$ cat src/rtl/pipe_ex_ls_if.sv
// EXU -> LSU pipeline handshake bundle. The master modport belongs to the
// side that drives the EXU inputs and consumes the LSU outputs. The slave
// modport is the pipeline register itself.
interface pipe_ex_ls_if #(
    parameter int CPU_WIDTH = 64,
    parameter int REG_AW    = 5,
    parameter int PC_W      = 64
);
    // EXU side (upstream)
    logic                 i_valid;
    logic                 o_ready;
    logic [PC_W-1:0]      i_pc;
    logic [CPU_WIDTH-1:0] i_exu_res;
    logic [CPU_WIDTH-1:0] i_regst;
    logic [2:0]           i_lsfunc3;
    logic                 i_lden;
    logic                 i_sten;
    logic                 i_rdwen;
    logic [REG_AW-1:0]    i_rdid;

    // LSU side (downstream)
    logic                 o_valid;
    logic                 i_ready;
    logic [PC_W-1:0]      o_pc;
    logic [CPU_WIDTH-1:0] o_addr;
    logic [CPU_WIDTH-1:0] o_regst;
    logic [2:0]           o_lsfunc3;
    logic                 o_lden;
    logic                 o_sten;
    logic                 o_rdwen;
    logic [REG_AW-1:0]    o_rdid;
    logic                 o_misalign;

    modport master (
        output i_valid, i_pc, i_exu_res, i_regst, i_lsfunc3,
               i_lden, i_sten, i_rdwen, i_rdid, i_ready,
        input  o_ready, o_valid, o_pc, o_addr, o_regst, o_lsfunc3,
               o_lden, o_sten, o_rdwen, o_rdid, o_misalign
    );

    modport slave (
        input  i_valid, i_pc, i_exu_res, i_regst, i_lsfunc3,
               i_lden, i_sten, i_rdwen, i_rdid, i_ready,
        output o_ready, o_valid, o_pc, o_addr, o_regst, o_lsfunc3,
               o_lden, o_sten, o_rdwen, o_rdid, o_misalign
    );
endinterface

$ cat src/rtl/pipe_ex_ls.sv
// EXU -> LSU pipeline register with a two-entry skid buffer. The main entry
// drives the outputs. The skid entry absorbs one instruction when the LSU
// stalls, which lets o_ready be a pure register output. Memory and
// write-back enables are gated on bubbles and on misaligned accesses.
module pipe_ex_ls #(
    parameter int CPU_WIDTH = 64,
    parameter int REG_AW    = 5,
    parameter int PC_W      = 64
) (
    input  logic               i_clk,
    input  logic               i_rst_n,
    input  logic               i_flush,
    pipe_ex_ls_if.slave        bus
);
    typedef struct packed {
        logic [PC_W-1:0]      pc;
        logic [CPU_WIDTH-1:0] addr;
        logic [CPU_WIDTH-1:0] regst;
        logic [2:0]           func3;
        logic                 lden;
        logic                 sten;
        logic                 rdwen;
        logic [REG_AW-1:0]    rdid;
        logic                 mis;
    } entry_t;

    entry_t r_main;
    entry_t r_skid;
    logic   r_main_v;
    logic   r_skid_v;

    logic   w_acc;
    logic   w_deq;
    logic   w_mis;
    entry_t w_in;

    // Handshakes. o_ready depends only on registered state.
    assign w_acc = bus.i_valid & ~r_skid_v;
    assign w_deq = r_main_v & bus.i_ready;

    // Misalignment of the incoming access, judged by its access size.
    always_comb begin
        // NOTE: default first so that every path assigns w_mis; otherwise a latch is inferred.
        w_mis = 1'b0;
        if (bus.i_lden | bus.i_sten) begin
            case (bus.i_lsfunc3[1:0])
                2'b01:   w_mis = bus.i_exu_res[0];
                2'b10:   w_mis = |bus.i_exu_res[1:0];
                2'b11:   w_mis = |bus.i_exu_res[2:0];
                default: w_mis = 1'b0;
            endcase
        end
    end

    // Pack the incoming instruction into an entry.
    always_comb begin
        w_in       = '0;
        w_in.pc    = bus.i_pc;
        w_in.addr  = bus.i_exu_res;
        w_in.regst = bus.i_regst;
        w_in.func3 = bus.i_lsfunc3;
        w_in.lden  = bus.i_lden;
        w_in.sten  = bus.i_sten;
        w_in.rdwen = bus.i_rdwen;
        w_in.rdid  = bus.i_rdid;
        w_in.mis   = w_mis;
    end

    // Main/skid entry update: flush beats capture, skid refills main first.
    always_ff @(posedge i_clk or negedge i_rst_n) begin
        if (!i_rst_n) begin
            // NOTE: data fields are reset too, so outputs read zero out of reset.
            r_main   <= '0;
            r_skid   <= '0;
            r_main_v <= 1'b0;
            r_skid_v <= 1'b0;
        end else if (i_flush) begin
            r_main_v <= 1'b0;
            r_skid_v <= 1'b0;
        end else if (r_skid_v) begin
            // Skid full means o_ready is low, so no accept can arrive here.
            if (w_deq) begin
                // NOTE: non-blocking assignments let the skid read its old value while main takes it.
                r_main   <= r_skid;
                r_skid_v <= 1'b0;
            end
        end else if (!r_main_v || w_deq) begin
            r_main_v <= w_acc;
            if (w_acc) begin
                r_main <= w_in;
            end
        end else if (w_acc) begin
            r_skid   <= w_in;
            r_skid_v <= 1'b1;
        end
    end

    // Outputs: data is held as is, and enables are qualified by valid and alignment.
    always_comb begin
        bus.o_valid    = r_main_v;
        bus.o_ready    = ~r_skid_v;
        bus.o_pc       = r_main.pc;
        bus.o_addr     = r_main.addr;
        bus.o_regst    = r_main.regst;
        bus.o_lsfunc3  = r_main.func3;
        bus.o_rdid     = r_main.rdid;
        bus.o_sten     = r_main_v & r_main.sten  & ~r_main.mis;
        bus.o_lden     = r_main_v & r_main.lden  & ~r_main.mis;
        bus.o_rdwen    = r_main_v & r_main.rdwen & ~r_main.mis;
        bus.o_misalign = r_main_v & r_main.mis;
    end
endmodule

$ cat src/flat_wrapper.sv
// flat-port wrapper written by rule: the top's interface ports become plain ports
module pipe_ex_ls_flat 
#(
    parameter int CPU_WIDTH = 64,
    parameter int REG_AW    = 5,
    parameter int PC_W      = 64
)
  (i_clk, i_rst_n, i_flush, bus_i_valid, bus_i_pc, bus_i_exu_res, bus_i_regst, bus_i_lsfunc3, bus_i_lden, bus_i_sten, bus_i_rdwen, bus_i_rdid, bus_i_ready, bus_o_ready, bus_o_valid, bus_o_pc, bus_o_addr, bus_o_regst, bus_o_lsfunc3, bus_o_lden, bus_o_sten, bus_o_rdwen, bus_o_rdid, bus_o_misalign);
  pipe_ex_ls_if #(.CPU_WIDTH(CPU_WIDTH), .REG_AW(REG_AW), .PC_W(PC_W)) bus_i ();
  input  logic i_clk;
  input  logic i_rst_n;
  input  logic i_flush;
  input wire logic [$bits(bus_i.i_valid)-1:0] bus_i_valid;
  input wire logic [$bits(bus_i.i_pc)-1:0] bus_i_pc;
  input wire logic [$bits(bus_i.i_exu_res)-1:0] bus_i_exu_res;
  input wire logic [$bits(bus_i.i_regst)-1:0] bus_i_regst;
  input wire logic [$bits(bus_i.i_lsfunc3)-1:0] bus_i_lsfunc3;
  input wire logic [$bits(bus_i.i_lden)-1:0] bus_i_lden;
  input wire logic [$bits(bus_i.i_sten)-1:0] bus_i_sten;
  input wire logic [$bits(bus_i.i_rdwen)-1:0] bus_i_rdwen;
  input wire logic [$bits(bus_i.i_rdid)-1:0] bus_i_rdid;
  input wire logic [$bits(bus_i.i_ready)-1:0] bus_i_ready;
  output wire logic [$bits(bus_i.o_ready)-1:0] bus_o_ready;
  output wire logic [$bits(bus_i.o_valid)-1:0] bus_o_valid;
  output wire logic [$bits(bus_i.o_pc)-1:0] bus_o_pc;
  output wire logic [$bits(bus_i.o_addr)-1:0] bus_o_addr;
  output wire logic [$bits(bus_i.o_regst)-1:0] bus_o_regst;
  output wire logic [$bits(bus_i.o_lsfunc3)-1:0] bus_o_lsfunc3;
  output wire logic [$bits(bus_i.o_lden)-1:0] bus_o_lden;
  output wire logic [$bits(bus_i.o_sten)-1:0] bus_o_sten;
  output wire logic [$bits(bus_i.o_rdwen)-1:0] bus_o_rdwen;
  output wire logic [$bits(bus_i.o_rdid)-1:0] bus_o_rdid;
  output wire logic [$bits(bus_i.o_misalign)-1:0] bus_o_misalign;
  assign bus_i.i_valid = bus_i_valid;
  assign bus_i.i_pc = bus_i_pc;
  assign bus_i.i_exu_res = bus_i_exu_res;
  assign bus_i.i_regst = bus_i_regst;
  assign bus_i.i_lsfunc3 = bus_i_lsfunc3;
  assign bus_i.i_lden = bus_i_lden;
  assign bus_i.i_sten = bus_i_sten;
  assign bus_i.i_rdwen = bus_i_rdwen;
  assign bus_i.i_rdid = bus_i_rdid;
  assign bus_i.i_ready = bus_i_ready;
  assign bus_o_ready = bus_i.o_ready;
  assign bus_o_valid = bus_i.o_valid;
  assign bus_o_pc = bus_i.o_pc;
  assign bus_o_addr = bus_i.o_addr;
  assign bus_o_regst = bus_i.o_regst;
  assign bus_o_lsfunc3 = bus_i.o_lsfunc3;
  assign bus_o_lden = bus_i.o_lden;
  assign bus_o_sten = bus_i.o_sten;
  assign bus_o_rdwen = bus_i.o_rdwen;
  assign bus_o_rdid = bus_i.o_rdid;
  assign bus_o_misalign = bus_i.o_misalign;
  pipe_ex_ls #(.CPU_WIDTH(CPU_WIDTH), .REG_AW(REG_AW), .PC_W(PC_W)) u_core (.i_clk(i_clk), .i_rst_n(i_rst_n), .i_flush(i_flush), .bus(bus_i));
endmodule
$ cat config.mk
export PLATFORM = sky130hd
export DESIGN_NAME = pipe_ex_ls_flat
export DESIGN_NICKNAME = d
export VERILOG_FILES = /design/src/rtl/pipe_ex_ls_if.sv /design/src/rtl/pipe_ex_ls.sv /design/src/flat_wrapper.sv
export SDC_FILE = /design/constraint.sdc
export NUM_CORES = 1
export LEC_CHECK = 0
export ABC_CLOCK_PERIOD_IN_PS = 1700
export BUFFER_PORTS_ARGS = -buffer_cell sky130_fd_sc_hd__buf_2
export CORE_UTILIZATION = 35
export CTS_BUF_LIST = sky130_fd_sc_hd__clkbuf_8 sky130_fd_sc_hd__clkbuf_16
export DETAILED_ROUTE_END_ITERATION = 12
export PLACE_DENSITY = 0.6
export SLEW_MARGIN = 25
export SYNTH_ARGS = -nofsm -noshare
export SYNTH_HDL_FRONTEND = slang
export SYNTH_SLANG_ARGS = --single-unit
$ cat constraint.sdc
create_clock -name i_clk -period 1.7 [get_ports i_clk]
set_input_delay 0.17 -clock i_clk [delete_from_list [all_inputs] [get_ports i_clk]]
set_output_delay 0.17 -clock i_clk [all_outputs]
set_load 0.03 [all_outputs]
==> Word-level counts from Yosys, hierarchy flattened <==
Cells that the tools add are included.
{ "totals": {"inputBits": 208, "register_bits": 410, "elab_cells": 63} }
{ "op_classes": {"n_eq_ne": 5, "n_reduce_logical": 10, "mux": 14, "bitwise": 14} }
{ "op_table": {"columns": ["op", "n"], "rows": [
  ["204-bit two-way mux", 4],
  ["1-bit bitwise AND", 9],
  ["1-bit two-way mux", 9],
  ["4-bit AND reduction", 2],
  ["2-bit nonzero test", 3],
  ["2-bit equality test (second input constant)", 2],
  ["2-bit != test (second input constant)", 2],
  ["1-bit NOT", 4],
  ["1-bit case mux with 3 select lines", 1],
  ["3-bit OR reduction", 1],
  ["2-bit by 1-bit equality test with 1-bit output (second input constant)", 1],
  ["2-bit AND reduction", 1],
  ["2-bit OR reduction", 1],
  ["1-bit zero test", 1],
  ["1-bit logical OR", 1],
  ["1-bit OR", 1]
]} }

==> Longest topological paths before layout <==
{ "depth": {"depth_word": 6, "mapped_depth": 6, "ltp_nobuf": 3} }

==> Worst setup path before layout <==
OpenSTA, ideal clock, no wires.
{ "synth_timing": {"kind": "register to register", "start": "register u_core.r_main_v, in the netlist u_core.bus.o_valid", "end": "register u_core.r_main, in the netlist u_core.bus.o_lsfunc3[0]", "setup_time_ns": 0.125, "period_less_slack_ns": 1.973, "required_time_ns": 1.575, "slack_ns": -0.273, "path_stages_with_launch": 7, "t_arrival_ns": 1.848, "cell_sequence": "dfrtp_1 -> buf_2 -> nand2_1 -> a221oi_2 -> buf_2 -> buf_4 -> mux2_2"} }
{ "synth_via": {"elab_chain_cells": 4, "word_cells_on_any_way": 6, "classes_between": "eq/ne (1); bitwise (1); reduce/logical (4)"} }
{ "synth_lines": {"columns": ["item", "line_no", "rtl"], "rows": [
  ["from (decl)", "pipe_ex_ls.sv:29", "logic r_main_v;"],
  ["from (signal assigned)", "pipe_ex_ls.sv:88", "r_main_v <= w_acc;"],
  ["1-bit bitwise AND / 1-bit zero test (equally long branches)", "pipe_ex_ls.sv:39, pipe_ex_ls.sv:87", null],
  ["1-bit logical OR", "pipe_ex_ls.sv:87", "end else if (!r_main_v || w_deq) begin"],
  ["2-bit nonzero test (no source line)", null, null],
  ["4-bit AND reduction (no source line) *", null, null],
  ["to (signal assigned)", "pipe_ex_ls.sv:84", "r_main <= r_skid;"],
  ["to (signal assigned)", "pipe_ex_ls.sv:90", "r_main <= w_in;"],
  ["to (decl)", "pipe_ex_ls.sv:27", "entry_t r_main;"]
]} }
Every way passes the cells marked *; elsewhere a longest branch is shown, timed or not.
A chain may end at the register's enable or synchronous reset.

==> Worst setup path in the final report <==
{ "layout_timing": {"start": "register u_core.r_skid_v", "end": "register u_core.r_skid[186] (netlist bit)"} }
{ "layout_via": {"elab_chain_cells": 3} }
{ "layout_lines": {"columns": ["item", "line_no", "rtl"], "rows": [
  ["from (decl)", "pipe_ex_ls.sv:30", "logic r_skid_v;"],
  ["from (signal assigned)", "pipe_ex_ls.sv:76", "r_skid_v <= 1'b0;"],
  ["from (signal assigned)", "pipe_ex_ls.sv:79", "r_skid_v <= 1'b0;"],
  ["from (signal assigned)", "pipe_ex_ls.sv:85", "r_skid_v <= 1'b0;"],
  ["1-bit NOT (no source line) *", null, null],
  ["1-bit bitwise AND", "pipe_ex_ls.sv:38", "assign w_acc = bus.i_valid & ~r_skid_v;"],
  ["4-bit AND reduction (no source line) *", null, null],
  ["to (signal assigned)", "pipe_ex_ls.sv:93", "r_skid <= w_in;"],
  ["to (decl)", "pipe_ex_ls.sv:28", "entry_t r_skid;"]
]} }
Marks and branches as above.

==> flow_summary_export.csv <==
group,metric,value,unit
drt,detail_route.wl_per_cell,18.4,um
synth,async_flop_share,100,%
drt,vias,11800,
synth,synthCells,1310,
critical_path,worstPathRequired,2.15,ns
timing,max_freq,0.523,GHz
synth,post-synth-top-area-fraction,53.5,%
global_routing,grt_pass1_wl,74000,um
global_routing,grt_overflow,0,
floorplanning,rows,85,
floorplanning,ios,414,
timing,max-slew-margin-rel,61.7,%
placement,placed_cell_area,21700,sq um
timing,layout_setup_ws,-0.212,ns
min_path,hold_class,"in -> async",
synth,synthFlopType,"dfrtp_1",
finish,postLayoutCoreUtil,48.7,%
timing,drv_slew,0,
global_routing,antenna_found_initial,1,
cts,path_clk_slew,0.06,ns
synth,synth.yosys.seq_area_share,53.5,%
power,vdd_drop_max,886,uV
finish,final_area,26300,sq um
placement,routabilityCongestion,0.776,
flow_run,drv_cap,0,
drt,drc,0,
floorplanning,dieArea,55800,sq um
drt,drt_iter0_drc,300,
synth,synth-edff-count,0,
drt,ant_nets,0,
floorplanning,start_util,35.5,%
run_status,outcome,"finished with violations",
power,p_leak,12.1,nW
synth,yosysWarningCount,0,
synth,ys_ff_latch,410,
floorplanning,die_h,236,um
synth,avgSynthCellArea,14.7,sq um
timing,setup_viol,409,
drt,vias_per_cell,4.63,
synth,ys_top_cells_by_count,"mux2_2, dfrtp_1, buf_4, buf_2, mux2_1",
cts,cts_tree,"done",
floorplanning,core_region_area,54000,sq um
global_routing,grt_use_total,16.7,%
critical_path,critPathKind,"reg -> reg",
cts,htreeDepth,2,
critical_path,cp-end-kind,"flip-flop",
global_routing,grt_pass1_vias,13100,
timing,fin_crit_sh,112,%
synth,post-synth-top-count-cell,"mux2_2",
placement,dp_hpwl,30500,um
finish,syn_to_final_growth,37.0,%
finish,fill_cells,4653,
finish,drive_above_1_share,64.7,%
timing,rsz0062_at_grt,"true",
synth,syn_area,19200,sq um
critical_path,cp-start-kind,"flip-flop",
critical_path,cp.arrival,2.36,ns
placement,numPortBuffers,413,
timing,fin_crit,1.91,ns
cts,clock-root-buffer,"clkbuf_16",
drt,dr.pass1.iters,4,
run_status,violations,"negative setup slack",
finish,multi_input_area,7880,sq um
cts,clk-insertion-delay-late,0.57,ns
cts,clk_path_buf_depth,3,
timing,hold_viol_final,0,
timing,tightest_slew,0.574,ns
cts,cts.sink_count,410,
floorplanning,die_w,236,um
synth,synth.distinct_cells,19,
critical_path,path_max_fanout,14,
synth,synth.area.top_cells,"dfrtp_1, mux2_2, buf_4, mux2_1, buf_2",
power,cellPowerDensity,1270,nW/um^2
drt,drt_wl_total,46900,um
global_routing,grt_max_degree,84,
finish,register_area,10300,sq um
power,total_power,0.0334,W
timing,fin_skew,0.0101,ns
synth,synth_largest_area_cell,"dfrtp_1",
cts,cts_buffers,47,
finish,nets,2023,
synth,synth_nets,1518,
timing,fin_tns_setup,-60.66,ns
[final cells by class]
type	count	share of cell area, %
sequential	410	39.0
tap	696	3.31
antenna	1	0.00952
inverter	2	0.0285
timing repair buffer	724	21.5
clock buffer	61	5.29
multi-input combinational	630	30.0
clock inverter	23	0.833
[stage by stage]
step	hold WS, ns	worst slack (ns)	cells
CTS	0.0469	-0.206	2545
global route	0.0683	-0.264	2547
floorplan	-0.126	-0.0724	1310
global placement	0.0756	-0.248	2241
detailed placement	0.0805	-0.267	2241
finish	0.0751	-0.212	2547
[cells in the final DEF (no fill, tap or decap), types with 2 or more instances in the layout]
cell           count
buf_2            409
dfrtp_1          408
mux2_2           377
mux2_4           219
dlygate4sd3_1    207
clkbuf_16         51
buf_4             40
buf_12            35
mux2_1            15
buf_8             15
clkbuf_8          12
inv_1             11
buf_6             11
clkinv_2           6
bufinv_16          4
buf_16             4
a21oi_1            3
and2_4             2
and2_1             2
a211oi_1           2
clkinvlp_4         2
[flip-flops by register name (all words and copies together), names as in the netlist]
name	count
u_core.bus.o_addr	64
u_core.bus.o_lsfunc3	3
u_core.bus.o_pc	64
u_core.bus.o_rdid	5
u_core.bus.o_regst	64
u_core.bus.o_valid	1
u_core.r_main	4
u_core.r_skid	204
u_core.r_skid_v	1
[per-layer routing]
metal  up-vias  wire, um  GRT usage (%)
li1       5411         -              -
met1      6037     20100           20.8
met2       277     23000           28.3
met3        69      2600           4.24
met4         0      1150           5.25
met5         -         0              0
[path summary, 6_finish.rpt]
kind | slack [ns] | from | to | depth (start not counted)
setup reg to reg | -0.21 | u_core.r_skid_v | u_core.r_skid[186] | 6
setup / recovery | -0.21 | u_core.r_skid_v | u_core.r_skid[186] | 6
max in group asynchronous | 0.81 | i_rst_n | u_core.r_skid[138] | 4
min in group i_clk | 0.38 | bus_i_regst[61] | u_core.r_skid[73] | 3
hold / removal | 0.08 | i_rst_n | u_core.r_skid[86] | 2
hold reg to reg | 0.48 | u_core.r_skid[175] | u_core.r_skid[175] | 1
[worst max-delay path: stages, from the launching register on]
cell and delay, ns:
dfrtp_4 0.48, nand2b_4 0.17, nor4b_4 0.25, buf_6 0.17
buf_12 0.19, buf_12 0.19, mux2_2 0.34
[logic make-up (layout without fill, tap and decap cells)]
family                 count (synthesis)  in the layout  share of synthesized area [%]
flip-flops                           410            410                           53.5
multiplexers                         611            611                           35.8
other                                  0              1                              0
AND/OR/NAND/NOR                       11             11                          0.404
AO/OA/AOI/OAI                          8              8                          0.306
buffers and inverters                270            810                           9.99
[power breakdown]
part	internal, W	switching [W]	total (W)	leakage [nW]
Clock	0.00634	0.00409	0.0104	0.829
Sequential	0.0123	0.00135	0.0136	4.95
Combinational	0.00467	0.00462	0.00929	6.35
Total	0.0233	0.0101	0.0334	12.1
[timing repair]
| action | in CTS | in global routing |
|---|---|---|
| gates resized for setup | 110 | 63 |
| hold endpoints to repair | 628 | 0 |
| pin swaps | 3 | 0 |
| hold buffers | 207 | 0 |
| setup buffers | 10 | 0 |
| setup endpoints to repair | 413 | 412 |
| gates cloned | 3 | 2 |
(Power assumes the default switching activity.)
